===== config.mk =====
export PLATFORM = sky130hd
export DESIGN_NAME = score4_panel_ctrl
export DESIGN_NICKNAME = d
export VERILOG_FILES = /design/src/rtl/score4_pkg.sv /design/src/rtl/score4_land_row.sv /design/src/rtl/score4_panel_ctrl.sv
export SDC_FILE = /design/constraint.sdc
export NUM_CORES = 1
export LEC_CHECK = 0
export ABC_CLOCK_PERIOD_IN_PS = 3900
export BUFFER_PORTS_ARGS = -buffer_cell sky130_fd_sc_hd__buf_2
export CELL_PAD_IN_SITES_DETAIL_PLACEMENT = 0
export CELL_PAD_IN_SITES_GLOBAL_PLACEMENT = 1
export CORE_ASPECT_RATIO = 1.4
export CORE_MARGIN = 2
export CORE_UTILIZATION = 40
export DETAILED_ROUTE_END_ITERATION = 16
export PLACE_DENSITY = 0.75
export SETUP_SLACK_MARGIN = 0.3
export SYNTH_ARGS = -nofsm -noshare
export SYNTH_HDL_FRONTEND = slang
export SYNTH_SLANG_ARGS = --single-unit

===== constraint.sdc =====
create_clock -name clk -period 3.9 [get_ports clk]
set_input_delay 0.195 -clock clk [delete_from_list [all_inputs] [get_ports clk]]
set_output_delay 0.195 -clock clk [all_outputs]
set_load 0.005 [all_outputs]

===== src/rtl/score4_pkg.sv =====
// Shared types and helpers for the Score4 board writer.
package score4_pkg;

  localparam int ROWS = 6;
  localparam int COLS = 7;

  typedef enum logic [1:0] {
    EMPTY = 2'b00,
    RED   = 2'b01,
    GREEN = 2'b10
  } cell_t;

  typedef enum logic [1:0] {
    IDLE,
    DROP,
    CHECK,
    OVER
  } state_t;

  typedef struct packed {
    logic       vld;
    logic [2:0] idx;
  } col_sel_t;

  // One-hot column vector to column index; vld is low for zero or multi-hot input.
  function automatic col_sel_t onehot_idx(input logic [COLS-1:0] v);
    col_sel_t s;
    s.vld = (v != '0) && ((v & (v - 7'd1)) == '0);
    s.idx = '0;
    for (int c = 0; c < COLS; c++)
      if (v[c]) s.idx = 3'(c);
    return s;
  endfunction

endpackage


===== src/rtl/score4_land_row.sv =====
// Lowest empty row of one board column; row 0 is the bottom.
module score4_land_row
  import score4_pkg::*;
(
  input  logic [ROWS-1:0][1:0] cells,
  output logic [2:0]           row,
  output logic                 col_full
);

  // Scan top-down so the last empty cell seen is the lowest one.
  always_comb begin
    row = '0;
    for (int r = ROWS-1; r >= 0; r--)
      if (cells[r] == EMPTY) row = 3'(r);
    col_full = (cells[ROWS-1] != EMPTY);
  end

endmodule


===== src/rtl/score4_panel_ctrl.sv =====
// Score4 board writer: press -> animated drop -> commit -> checker sample.
module score4_panel_ctrl
  import score4_pkg::*;
#(
  parameter int DROP_TICKS = 25000000
) (
  input  logic                          clk,
  input  logic                          rst,
  input  logic [COLS-1:0]               play,
  input  logic                          new_game,
  input  logic                          win_a,
  input  logic                          win_b,
  input  logic                          full_panel,
  output logic [ROWS-1:0][COLS-1:0][1:0] panel,
  output logic                          turn,
  output logic                          busy,
  output logic                          game_over,
  output logic                          invalid
);

  localparam int TW = (DROP_TICKS > 1) ? $clog2(DROP_TICKS) : 1;

  state_t                        state_q, state_d;
  logic [ROWS-1:0][COLS-1:0][1:0] board_q;
  logic [COLS-1:0]               play_prev;
  logic [2:0]                    col_q, land_q, cur_row_q;
  logic [TW-1:0]                 tick_q;
  logic                          turn_q, invalid_q;

  logic                          press, tick_last;
  logic                          start, reject, commit, flip;
  col_sel_t                      sel;
  cell_t                         piece;

  logic [COLS-1:0][ROWS-1:0][1:0] col_cells;
  logic [COLS-1:0][2:0]           land_row;
  logic [COLS-1:0]                col_full;

  // Column-major view of the stored board, one landing finder per column.
  for (genvar c = 0; c < COLS; c++) begin : g_col
    for (genvar r = 0; r < ROWS; r++) begin : g_row
      assign col_cells[c][r] = board_q[r][c];
    end
    score4_land_row u_land (
      .cells    (col_cells[c]),
      .row      (land_row[c]),
      .col_full (col_full[c])
    );
  end

  assign press     = (play & ~play_prev) != '0;
  assign sel       = onehot_idx(play);
  assign tick_last = (tick_q == TW'(DROP_TICKS - 1));
  assign piece     = turn_q ? GREEN : RED;

  // State register; only rst is handled here, new_game comes through state_d.
  always_ff @(posedge clk) begin
    if (!rst) state_q <= IDLE;
    else      state_q <= state_d;
  end

  // Next state and the per-cycle action strobes.
  always_comb begin
    state_d = state_q;
    start   = 1'b0;
    reject  = 1'b0;
    commit  = 1'b0;
    flip    = 1'b0;
    case (state_q)
      IDLE: begin
        if (press) begin
          if (!sel.vld || col_full[sel.idx]) begin
            reject = 1'b1;
          end else begin
            start   = 1'b1;
            state_d = DROP;
          end
        end
      end
      DROP: begin
        if (tick_last && (cur_row_q == land_q)) begin
          commit  = 1'b1;
          state_d = CHECK;
        end
      end
      CHECK: begin
        // Board was committed last edge, so the checker flags reflect it now.
        if (win_a || win_b || full_panel) begin
          state_d = OVER;
        end else begin
          flip    = 1'b1;
          state_d = IDLE;
        end
      end
      OVER: ;
      default: state_d = IDLE;
    endcase
    if (new_game) begin
      state_d = IDLE;
      start   = 1'b0;
      reject  = 1'b0;
      commit  = 1'b0;
      flip    = 1'b0;
    end
  end

  // Board, drop position, turn and press-edge history.
  always_ff @(posedge clk) begin
    if (!rst) begin
      board_q   <= '0;
      play_prev <= '1;
      col_q     <= '0;
      land_q    <= '0;
      cur_row_q <= '0;
      tick_q    <= '0;
      turn_q    <= 1'b0;
      invalid_q <= 1'b0;
    end else if (new_game) begin
      board_q   <= '0;
      play_prev <= play;
      tick_q    <= '0;
      turn_q    <= 1'b0;
      invalid_q <= 1'b0;
    end else begin
      play_prev <= play;
      invalid_q <= reject;
      if (start) begin
        col_q     <= sel.idx;
        land_q    <= land_row[sel.idx];
        cur_row_q <= 3'(ROWS - 1);
        tick_q    <= '0;
      end else if (state_q == DROP) begin
        if (tick_last) begin
          tick_q <= '0;
          if (cur_row_q != land_q) cur_row_q <= cur_row_q - 3'd1;
        end else begin
          tick_q <= tick_q + TW'(1);
        end
      end
      if (commit) board_q[land_q][col_q] <= piece;
      if (flip)   turn_q <= ~turn_q;
    end
  end

  // Display view: stored board plus the falling piece while dropping.
  always_comb begin
    panel = board_q;
    if (state_q == DROP) panel[cur_row_q][col_q] = piece;
  end

  assign turn      = turn_q;
  assign busy      = (state_q == DROP) || (state_q == CHECK);
  assign game_over = (state_q == OVER);
  assign invalid   = invalid_q;

endmodule

==> out/results.txt <==
Clock Tree Root - clkbuf_16
Clk_lat worst skew - 420 ps
Leak - 3.00 nW
Final worst slack - 885 ps
CTS sink cnt - 129
Boundary Pins - 101
Synthesized flop and latch total - 129
CP max stage cell - nand4b_1
Post-route non-filler standard cell count - 1360
Die Area - 19300 sq um
# nets final - 1128
WP data arrival - 3280 ps
PD cells - 349 nW/um^2
Syn avg cell area - 6.91 sq um
Iter 0 DRT Violations - 556
Die height - 163 um
Worst-Margin Slew - 1120 ps
GRT Overall Usage - 25.0%
P_int - 2.29 mW
Net Sw Frac - 22.2%
Post-route clock period utilization - 77.3%
Detail Route Antenna Nets - 0
CTS resizes - 0
GPL Wtd Cong - 0.923
Buffers & Inverters on Critical Path - 0
Clock Skew - 7.45 ps
Predominant post-synthesis flop cell - dfxtp_1
Number of global-route vias before repair - 7099
Avg Vias per Cell - 5.54
Yosys cell types - 63
Layout cell share with drive strength beyond 1 - 14.9%
Drt pass-1 iters - 6
Worst setup SP type - register
Syn. warnings - 0
RSZ-0062 raised after global routing - no
First-pass GRT wire length - 37800 um
Fin crit period - 3020 ps
Psw - 0.651 mW
Max_cap viols - 0
Worst-path clk slew - 60 ps
CTS tree - yes
Endpoints failing setup - 0
Final WL - 23800 um
VDD IR-drop max - 0.243 mV
Gate power share - 3.3%
CP Max Fanout - 12
Pin count of the biggest net entering global routing - 60
# diodes - 0
Slew margin rel. - 25.0%
DP Cell Count - 1329
Area Overhead vs Synth - 16.2%
Cell Rows - 58
Post-Syn Instances - 1050
Total negative slack - 0 ps
Syn nets - 1070
Max incr delay on CP - 610 ps
Drt drc - 0
Status - finished clean
Hold_buf cts - 0
Port Buf Inserts - 100
Post-CTS Setup Inserts - 0
Pre-CTS setup slack - 930 ps
Via count - 7535
Cells along the critical path - ha_1 > nor4bb_1 > nand3_1 > nor4_4 > nand4b_1 > or2_2 > mux2i_1 > nor2_1
Total CTS buffers - 17
Worst-case clock buffer depth - 2
Kind of critical path - register to register
Critical Path RT - 4170 ps
Crit path max-delay family - simple AND/OR/NAND/NOR gates
Endpoint type of the worst setup path - register
Tightest Hold Check Type - input port to register
Slew Limit Fails - 0
Chip Width - 118 um
Synthesized area - 7260 sq um
Sequential share of power - 45.2%
Post-synth ARST share - 0%
Setup slack, reg-to-reg - 880 ps
# H-tree levels - 4
Detailed placement HPWL - 16700 um
Grt total ovfl - 0
Initial antenna violation count - 0
Core area - 17900 sq um
Avg WL per Cell - 17.5 um
Final Hold Vio Count - 0
Initial Util - 40.7%
EDFF count, synth - 0
Sequential fraction of the synthesis area - 35.6%
Max Clk Rate - 0.332 GHz
Clock Power Share - 51.5%
[area by class of cell]
| type | count | area (sq um) |
|---|---|---|
| clock buffer | 26 | 499 |
| sequential | 129 | 2590 |
| multi-input combinational | 824 | 4300 |
| clock inverter | 5 | 52.6 |
| timing repair buffer | 115 | 613 |
| inverter | 21 | 78.8 |
| fill | 1929 | 9420 |
| tap | 240 | 300 |
[placed cells by master, fill, tap and decap left out, drive strengths merged, types with 3 or more instances in the layout]
cell type,n
nand2,193
dfxtp,129
nor2,125
o21ai,123
buf,115
a21oi,83
nand3,81
nor3,45
clkbuf,26
xnor2,21
inv,21
mux2i,14
or2,13
o22ai,12
xor2,9
nand2b,9
nor4,9
and3,8
ha,7
a211oi,6
or3,5
o32ai,5
o221ai,4
nand4,4
or3b,4
and3b,3
nor2b,3
nand4b,3
nand3b,3
o22a,3
clkinv,3
[per-layer routing]
metal  vias up  global-route usage [%]  share of wire (%)
met5         -                       0                  0
met2       185                    44.8                 51
li1       3758                       -                  -
met3        49                    4.40                4.0
met1      3543                    28.7                 41
met4         0                    11.8                3.4
[cells in the mapped netlist (6+ instances only)]
cell	instances	share of area, %
nor2_1	124	6.4
and3_1	8	0.69
nand2_1	193	10
buf_2	9	0.62
o21ai_0	123	8.5
inv_1	20	1.0
xnor2_1	21	2.5
nand3_1	81	5.6
dfxtp_1	129	36
a211oi_1	6	0.62
nor4_1	8	0.69
clkbuf_1	62	3.2
xor2_1	9	1.1
o22ai_1	12	1.0
nand2b_1	9	0.78
mux2i_1	14	1.9
nor3_1	44	3.0
ha_1	7	1.2
a21oi_1	83	5.7
or2_2	8	0.69
[metrics by stage]
stage | hold slack, ps | power, mW | instance area (sq um) | utilization (%)
global route | 57.2 | 3.03 | 8430 | 47.2
finish | 43.7 | 2.94 | 8430 | 47.2
detailed placement | 464 | 1.45 | 7880 | 44.1
CTS | 41.1 | 2.96 | 8430 | 47.2
floorplan | 268 | 1.42 | 7260 | -
global placement | 455 | 1.45 | 7880 | 44.1
[worst reg2reg max path, stage by stage, from the launching register on]
cell	delay, ps
dfxtp_1	390
ha_1	230
nor4bb_1	380
nand3_1	210
nor4_4	300
nand4b_1	610
or2_2	550
mux2i_1	150
nor2_1	50
[power by group through the flow]
stage | clock, mW | combinational, mW | sequential, mW
detailed placement | 0 | 0.0969 | 1.36
finish | 1.51 | 0.0979 | 1.33
global route | 1.59 | 0.108 | 1.33
floorplan | 0 | 0.0681 | 1.35
global placement | 0 | 0.0977 | 1.36
CTS | 1.54 | 0.0974 | 1.33
[sequential cells by signal, indices dropped and copies added (netlist names)]
name and flops:
cur_row_q 3, play_prev 7, col_q 3, land_q 3, state_q 2, tick_q 25
turn 1, invalid 1, board_q 84
[worst paths after layout]
| check | endpoint | startpoint | cells after the start |
|---|---|---|---|
| max | board_q[79] | tick_q[0] | 8 |
| min | play_prev[0] | play[0] | 3 |
| max reg2reg | board_q[79] | tick_q[0] | 8 |
| min reg2reg | board_q[56] | board_q[56] | 2 |
[logic make-up after synthesis]
logic type / after synthesis / synth area share (%)
compound gates: 254 / 19.5
xor+xnor: 30 / 3.62
fa+ha+maj: 7 / 1.21
buf+inv: 97 / 5.33
flops: 129 / 35.6
mux: 15 / 2.09
simple gates: 518 / 32.7
(Power assumes the default switching activity.)
